[src/rtl/regfile_write_arbiter.sv]
// Two-requester arbiter for the single register-file write port; registered write, saturating conflict counter.
// Optional same-cycle read forwarding when REGFILE_WR_BYPASS_EN is defined.
module regfile_write_arbiter #(
    parameter int ADDR_W   = 5,
    parameter int DATA_W   = 32,
    parameter int ARB_MODE = 0,
    parameter int CNT_W    = 16
) (
    input  logic              clk,
    input  logic              rst,
    input  logic              req0_valid,
    input  logic [ADDR_W-1:0] req0_reg,
    input  logic [DATA_W-1:0] req0_data,
    output logic              req0_ready,
    input  logic              req1_valid,
    input  logic [ADDR_W-1:0] req1_reg,
    input  logic [DATA_W-1:0] req1_data,
    output logic              req1_ready,
    output logic              WE,
    output logic [ADDR_W-1:0] WriteReg,
    output logic [DATA_W-1:0] WriteData,
    output logic [CNT_W-1:0]  conflict_cnt
`ifdef REGFILE_WR_BYPASS_EN
    ,
    input  logic [ADDR_W-1:0] rd_addr1,
    input  logic [ADDR_W-1:0] rd_addr2,
    input  logic [DATA_W-1:0] rf_data1,
    input  logic [DATA_W-1:0] rf_data2,
    output logic [DATA_W-1:0] fwd_data1,
    output logic [DATA_W-1:0] fwd_data2
`endif
);

    typedef struct packed {
        logic [ADDR_W-1:0] wreg;
        logic [DATA_W-1:0] wdata;
    } wrReq_t;

    wrReq_t [1:0] reqs;
    wrReq_t       winner;
    logic   [1:0] valids;
    logic   [1:0] grant;
    logic         lastGrant;
    logic         accept;
    logic         bothValid;

    assign reqs[0]   = {req0_reg, req0_data};
    assign reqs[1]   = {req1_reg, req1_data};
    assign valids    = {req1_valid, req0_valid};
    assign bothValid = &valids;

    // On a conflict, the requester that did not win last time goes next;
    // fixed-priority mode ignores lastGrant and always favours req0.
    always_comb begin
        grant = '0;
        if (!rst) begin
            if (bothValid) begin
                if (ARB_MODE == 1 || lastGrant) grant = 2'b01;
                else                            grant = 2'b10;
            end else begin
                grant = valids;
            end
        end
    end

    assign req0_ready = grant[0];
    assign req1_ready = grant[1];
    assign accept     = |grant;
    assign winner     = grant[1] ? reqs[1] : reqs[0];

    always_ff @(posedge clk) begin
        if (rst) begin
            WE           <= 1'b0;
            WriteReg     <= '0;
            WriteData    <= '0;
            lastGrant    <= 1'b1;
            conflict_cnt <= '0;
        end else begin
            // Writes to $zero complete the handshake but never assert WE.
            WE <= accept && (winner.wreg != '0);
            if (accept) begin
                WriteReg  <= winner.wreg;
                WriteData <= winner.wdata;
            end
            if (accept && ARB_MODE == 0) lastGrant <= grant[1];
            if (bothValid && conflict_cnt != '1)
                conflict_cnt <= conflict_cnt + {{(CNT_W-1){1'b0}}, 1'b1};
        end
    end

`ifdef REGFILE_WR_BYPASS_EN
    logic [1:0][ADDR_W-1:0] rdAddr;
    logic [1:0][DATA_W-1:0] rfData;
    logic [1:0][DATA_W-1:0] fwdData;

    assign rdAddr    = {rd_addr2, rd_addr1};
    assign rfData    = {rf_data2, rf_data1};
    assign fwd_data1 = fwdData[0];
    assign fwd_data2 = fwdData[1];

    for (genvar k = 0; k < 2; k++) begin : gFwd
        assign fwdData[k] = (WE && WriteReg == rdAddr[k] && rdAddr[k] != '0)
                            ? WriteData : rfData[k];
    end
`endif

endmodule

[config.mk]
export PLATFORM = sky130hd
export DESIGN_NAME = regfile_write_arbiter
export DESIGN_NICKNAME = d
export VERILOG_FILES = /design/src/rtl/regfile_write_arbiter.sv
export SDC_FILE = /design/constraint.sdc
export NUM_CORES = 1
export LEC_CHECK = 0
export ABC_AREA = 0
export BUFFER_PORTS_ARGS = -buffer_cell sky130_fd_sc_hd__buf_4
export CORE_UTILIZATION = 47
export DETAILED_ROUTE_END_ITERATION = 12
export PLACE_DENSITY = 0.95
export SETUP_SLACK_MARGIN = 0.3
export SLEW_MARGIN = 20
export SYNTH_ARGS = -nofsm -noshare
export SYNTH_HDL_FRONTEND = slang
export SYNTH_SLANG_ARGS = --single-unit
[constraint.sdc]
create_clock -name clk -period 5.89 [get_ports clk]
set_input_delay 0.2945 -clock clk [delete_from_list [all_inputs] [get_ports clk]]
set_output_delay 0.2945 -clock clk [all_outputs]
set_load 0.01 [all_outputs]
After elaboration in Yosys (flattened, before gate mapping)
Index checks and enable logic that the tools add are counted.
Word-level totals
  flip-flop bits (word level): 55
  bits in latches: 0
  bits in writable memories: 0
  bits in read-only memories: 0
  input port bits: 78
  output and inout port bits: 56
  logic and storage cells: 16
  memories kept: 0
Cells by class
  add/subtract/negate cells: 1
  multipliers: 0
  divide/modulo/power cells: 0
  $lt $le $gt $ge: 0
  eq/ne operators: 1
  shifts and indexed selects: 0
  muxes and demuxes: 4
  bitwise gates (word level): 0
  reductions and logical operators: 5
Operator list (count)
  37-bit two-way mux: 1
  16-bit by 1-bit adder with 16-bit output, second input constant: 1
  16-bit inequality test, second input constant: 1
  2-bit two-way mux: 3
  5-bit nonzero test: 1
  1-bit logical AND: 2
  2-bit AND reduction: 1
  2-bit OR reduction: 1

Depth between registers and ports, before layout
Gate-level depths: netlist (run 1).
  word-level depth: 6
  depth in mapped cells: 6

Worst setup path before layout (run 1)
OpenSTA, ideal clock, no wires.
  path type: reg-to-reg
  start: register conflict_cnt[0]
  end: register conflict_cnt[14]
  setup time: 0.121 ns
  arrival time: 1.881 ns
  required time: 5.769 ns
  path slack: 3.888 ns
  stages on the path, launching flop included: 7
  path buffers: 1
  period minus slack after synthesis: 2.002 ns
  cells stage by stage: dfxtp_1 > ha_1 > nand3_1 > or3_1 > buf_2 > nor4b_1 > mux2_2
Between the ends
  cells in the longest elaborated chain, start to end: 2
  elaborated cells between the ends (all ways): 3
  those cells by class: add/sub (1); eq/ne (1); reduce/logical (1)
Ends and longest elaborated chain
  start: declaration: line 22  | output logic [CNT_W-1:0] conflict_cnt
  start signal: assignment: line 87  | conflict_cnt <= conflict_cnt + {{(CNT_W-1){1'b0}}, 1'b1};
  parallel branches: the longest is 2 deep, another holds 16-bit by 1-bit adder with 16-bit output
Parallel ways; which one is timed is not known.
A chain may end at the register's enable or synchronous reset.

Final worst setup path (run 1)
  start: register conflict_cnt[0]
  end: register conflict_cnt[7]
Same word-level chain as after synthesis.

==> results of run 1 <==
final timing paths:
path | endpoint | slack (ns) | cells past startpoint
setup / recovery | conflict_cnt[7] | 3.64 | 5
hold / removal | WE | 0.25 | 3
setup reg to reg | conflict_cnt[7] | 3.64 | 5
hold reg to reg | WriteData[9] | 0.46 | 2
report_power, final:
group          internal [mW]  switching (mW)  total, mW
sequential             0.393          0.0119      0.405
clock                  0.138           0.119      0.257
combinational         0.0804          0.0691      0.149
total                  0.611           0.200      0.811
stage by stage:
| stage | power, mW | util [%] | instances | setup WS, ns |
|---|---|---|---|---|
| floorplan | 0.475 | - | 279 | 3.89 |
| global placement | 0.558 | 71.2 | 462 | 3.74 |
| detailed placement | 0.563 | 71.2 | 462 | 3.67 |
| CTS | 0.814 | 73.7 | 470 | 3.65 |
| global route | 0.843 | 73.7 | 470 | 3.44 |
| finish | 0.811 | 73.7 | 470 | 3.64 |
flip-flops by register name, summed over array words and instances, names as in the netlist:
name	flops
WriteData	32
conflict_cnt	16
WriteReg	5
WE	1
lastGrant	1
routing by layer:
metal / part of all wire (%) / track usage (%)
met1: 39 / 28.5
met2: 52 / 46.5
met3: 6.4 / 4.97
met4: 2.2 / 10.7
met5: 0 / 0
worst max-delay path: cells and delay by family (launching register included):
kind          cells  cell delay (ns)
fa+ha+maj         1             0.25
mux               1             0.31
flops             1             0.43
simple gates      3             1.16
area by class of cell:
type	count	area, µm²
Fill cell	412	1260
Multi-Input combinational cell	203	1200
Sequential cell	55	1100
Timing Repair Buffer	136	1020
Tap cell	67	83.8
Clock buffer	6	82.6
Clock inverter	2	35.0
Inverter	1	3.75
placed cells by master (no fill, tap or decap), drive strengths merged, types with 3 or more instances in the layout:
cell type    n
or3          7
dfxtp       55
a22oi       32
nand4        6
buf        136
a211oi       5
mux2i        6
nand2       42
nand3        6
o31ai        3
clkbuf       6
nor4         3
a21oi       41
o21ai       10
or4          6
nor2        15
cell usage after synthesis:
library cell / number
o311ai_0: 2
o31ai_1: 3
and2_1: 1
nor2b_1: 2
nor3b_1: 1
buf_1: 1
mux2_2: 2
nand2_2: 1
a211oi_1: 5
nor4b_1: 1
nor4_1: 2
a22oi_1: 32
o41ai_1: 2
nand3_1: 6
dfxtp_1: 55
and3_1: 2
xor2_1: 1
mux2i_1: 6
a21oi_1: 41
nor4_2: 1
or4_1: 5
nor2_1: 15
buf_2: 3
or2_2: 1
nand2b_1: 1
o21ai_0: 10
ha_1: 1
nand2_1: 41
or4_4: 1
nor3_1: 1
inv_1: 1
clkbuf_1: 16
nand4_1: 5
or3_1: 7
nand4_2: 1
a31oi_1: 1
nand3b_1: 1
a21boi_1: 1
cells by family after synthesis:
family,Yosys count,synth area share (%)
fa+ha+maj,1,0.527
flops,55,46.4
xor+xnor,1,0.369
simple gates,96,20.3
mux,8,3.48
compound gates,97,25.5
buf+inv,21,3.48
==> results.cfg, run 1 <==
[setup_path]
crit_type = reg -> reg
cp-end-kind = flip-flop
timing.critical_path.from_type = flip-flop
largest_fanout_on_the_critical_path = 14
critical_path.cell_chain = ha_1, nand3_1, nor4_2, nor4_1, mux2_2
critPathLaunch = conflict_cnt[0]
rr_startpoint = conflict_cnt[0]
critical-path-max-stage-delay_ns = 0.84
cp.required_ns = 6.09
worst_ep_arrival_ns = 2.45
cpMaxStageDelayCell = nor4_2

[placed_design]
port-buffer-count = 133
gpl_wtd_cong = 0.814
post_dp_cell_area_um2 = 3410
detailedPlacementHpwl_mm = 5.05

[global_route]
grt_remaining_overflow = 0
antenna_found_initial = 0
via_count_of_the_first_global_routing_pass = 2459
groute.usage.overall_pct = 25.4
global_route_wire_length_before_repair_mm = 10.7
grt_max_degree = 59

[cts]
cts_repair_resize_count = 0
cts_made_buffers = 5
cts_hold_fix_bufs = 0
cts_tree = built
ctsRootBufferMaster = clkbuf_8
numClockSinks = 55
cts.clk_slew.worst_paths_ns = 0.10
clock_tree.buffer_depth = 2
ctsHtreeMaxLevel = 2
post-cts-setup-buffer-count = 0
clk-insertion-delay-late_ns = 0.30

[route]
wl_per_cell_um = 14.8
drt-initial-drc-count = 116
dr_total_vias = 2639
firstDrtPassIters = 5
routed_wire_length_mm = 6.96
drt.antenna.violating_nets = 0
vias_per_cell = 5.61
route.detailed.drc = 0

[logic_synthesis]
synthDistinctLibCells = 38
syn_nets = 358
synthesis.area_per_instance_um2 = 8.50
syn-cell-area_um2 = 2370
ys_seq_area_share_pct = 46.4
netlist.area_leader.share_pct = 46.4
synthCells = 279
synth_largest_area_cell = dfxtp_1
yosys_warnings = 0
synth_seq_cells = 55
synthTopCellsByArea = dfxtp_1 46%, a22oi_1 10%, a21oi_1 8.6%

[layout]
finish.instance_area_um2 = 3530
layout-drive-gt1-share_pct = 38.0
num-nets-final = 481
syn_to_final_growth_pct = 48.6
insertedDiodeCount = 0

[sta]
whs_ns = 0.249
grt_setup_unrepaired = false
max_freq_mhz = 445
final-hold-violation-count = 0
timing_max_transition_violations_final = 0
period_minus_slack_ns = 2.25
worst_slew_pin_slew_ns = 0.969
tns_ns = 0
fin_skew_ns = 0.00729
max-slew-margin-rel_pct = 34.9
final.period_utilization_pct = 38.1
timing.final.setup_violations = 0

[power_and_ir_drop]
ir_drop_v = 0.000130
cellPowerDensity_nw_per_um2 = 230
leakage_nw = 1.50

[floorplanning]
core_area_um2 = 4790
vert_die_dim_um = 73.0
placementRows = 25
boundaryPins = 134
start_util_pct = 49.6
floorplan.die.width_um = 73.0
floorplan.die_area_um2 = 5340

[hold_path]
holdCritStartpoint = req0_reg[2]
hp-class = in -> reg

[flow_run]
drv_cap = 0

[outcome]
outcome = complete, no violations
(Power assumes the default switching activity.)
==> run 2, diff against run 1 <==
Settings changed: ABC_AREA 0 to 1, CORE_UTILIZATION 47 to 45, PLACE_DENSITY 0.95 to 0.89.
Clock period 5.89 ns to 2.3 ns, I/O delays scaled along.
==> results.cfg, run 2 <==
[outcome]
outcome = complete, no violations

[layout]
syn_to_final_growth_pct = 42.4
registers.top_by_ff_count = WriteData
fill_cells = 474
mostFrequentLayoutCell = nand2_1
finish.instance_area_um2 = 3710
insertedDiodeCount = 0
largest_registers_ranked_by_flip_flop_count = WriteData (32), conflict_cnt (16), WriteReg (5)
largest_register_ff_count = 32
num-nets-final = 578
most-common-layout-cells = 158 x nand2_1, 139 x buf_4, 55 x dfxtp_1, 31 x a31oi_1, 22 x inv_1
layout-drive-gt1-share_pct = 33.3

[setup_path]
worst_ep_arrival_ns = 1.93
largest_fanout_on_the_critical_path = 14
crit_type = reg -> reg
cp-end-kind = flip-flop
cp.required_ns = 2.48
crit_buf_inv = 2
critical-path-max-stage-delay_ns = 0.45
cpMaxStageDelayCell = dfxtp_1
timing.critical_path.from_type = flip-flop
critPathTopFamily = flip-flops
reg2reg_setup_slack_ns = 0.54
critical_path.cell_chain = ha_1, inv_1, nor2_4, nand2_2, o21ai_4, inv_2, nand2_1, a21oi_2

[cts]
numClockSinks = 55
cts_tree = built
cts_made_buffers = 5
clk-insertion-delay-late_ns = 0.30
post-cts-setup-buffer-count = 0
cts_repair_resize_count = 0
ctsRootBufferMaster = clkbuf_8
clock_tree.buffer_depth = 2
cts_hold_fix_bufs = 0
cts.clk_slew.worst_paths_ns = 0.09
ctsHtreeMaxLevel = 2

[sta]
final.period_utilization_pct = 76.4
tns_ns = 0
period_minus_slack_ns = 1.76
timing.final.setup_violations = 0
whs_ns = 0.0505
fin_skew_ns = 0.00278
timing_max_transition_violations_final = 0
final-hold-violation-count = 0
worst_slew_pin_slew_ns = 0.520
grt_setup_unrepaired = false
max-slew-margin-rel_pct = 65.3
max_freq_mhz = 569

[route]
drt-initial-drc-count = 148
routed_wire_length_mm = 7.11
dr_total_vias = 2833
route.detailed.drc = 0
vias_per_cell = 4.96
firstDrtPassIters = 4
drt.antenna.violating_nets = 0
wl_per_cell_um = 12.4

[logic_synthesis]
synth_seq_cells = 55
synthTopCellsByArea = dfxtp_1 42%, nand2_1 23%, a31oi_1 7.4%
netlist.area_leader.share_pct = 42.2
ys_seq_area_share_pct = 42.2
syn_nets = 451
ys_dominant_reg_cell = dfxtp_1
synth.most_common_cell = nand2_1
synth-edff-count = 0
synth_largest_area_cell = dfxtp_1
yosys_warnings = 0
synthesis.area_per_instance_um2 = 7.01
synthCells = 372
syn-cell-area_um2 = 2610
asr_flop_ratio_synth_pct = 0
synth.cells.most_frequent = 158 x nand2_1, 55 x dfxtp_1, 31 x a31oi_1, 22 x inv_1, 19 x nor2_1
synthDistinctLibCells = 26

[global_route]
grt.met2_usage_pct = 42.1
met1_usage_pct = 27.0
grt_max_degree = 45
global_route_wire_length_before_repair_mm = 11.6
met3_use_gr_pct = 8.02
groute.usage.overall_pct = 23.7
antenna_found_initial = 0
via_count_of_the_first_global_routing_pass = 2617
grt_remaining_overflow = 0
gr-max-usage-layer = met2

[placed_design]
port-buffer-count = 133
gpl_wtd_cong = 0.855
post_dp_cell_area_um2 = 3620
detailedPlacementHpwl_mm = 5.41

[floorplanning]
boundaryPins = 134
start_util_pct = 47.0
core_area_um2 = 5540
vert_die_dim_um = 78.1
floorplan.die_area_um2 = 6100
placementRows = 27
floorplan.die.width_um = 78.1

[power_and_ir_drop]
ir_drop_v = 0.000341
cellPowerDensity_nw_per_um2 = 519
leakage_nw = 1.62

[hold_path]
hp-class = in -> reg

[flow_run]
drv_cap = 0
## run 2: final timing paths
kind / endpoint / depth (start not counted) / start
max: conflict_cnt[7] / 8 / conflict_cnt[0]
min: lastGrant / 2 / req0_valid
max reg2reg: conflict_cnt[7] / 8 / conflict_cnt[0]
min reg2reg: WriteData[4] / 2 / WriteData[4]
## run 2: cells by family (layout without fill, tap and decap cells)
kind of cell	count (synthesis)	count (layout)	share of synthesized area [%]
flops	55	55	42.2
xor+xnor	6	6	2.02
buf+inv	42	169	7.73
compound gates	66	66	16.1
fa+ha+maj	1	1	0.480
simple gates	202	202	31.4
## run 2: cell type report
| type | instances | area, µm² | share of cell area [%] |
|---|---|---|---|
| Multi-Input combinational cell | 275 | 1300 | 35.1 |
| Sequential cell | 55 | 1100 | 29.7 |
| Timing Repair Buffer | 139 | 1040 | 28.1 |
| Tap cell | 72 | 90.1 | 2.43 |
| Inverter | 23 | 86.3 | 2.33 |
| Clock buffer | 6 | 82.6 | 2.22 |
| Clock inverter | 1 | 5.00 | 0.135 |
## run 2: metal layers
layer | part of all wire (%) | vias up | wire length [µm]
li1 | - | 1460 | -
met1 | 41 | 1264 | 2920
met2 | 50 | 102 | 3530
met3 | 8.4 | 7 | 595
met4 | 0.91 | 0 | 65
met5 | 0 | - | 0
## run 2: stage by stage
stage | util (%) | total power, mW | instances | setup WS, ns
5_1_grt | 67.0 | 2.02 | 571 | 0.416
4_1_cts | 67.0 | 1.95 | 571 | 0.554
2_1_floorplan | - | 1.22 | 372 | 0.679
6_report | 67.0 | 1.93 | 571 | 0.543
3_3_place_gp | 65.4 | 1.42 | 564 | 0.656
3_5_place_dp | 65.4 | 1.42 | 564 | 0.578
## run 2: report_power, final
part | internal, mW | total (mW) | switching, mW
combinational | 0.193 | 0.367 | 0.174
sequential | 1.00 | 1.03 | 0.0300
clock | 0.237 | 0.526 | 0.289
total | 1.43 | 1.93 | 0.493
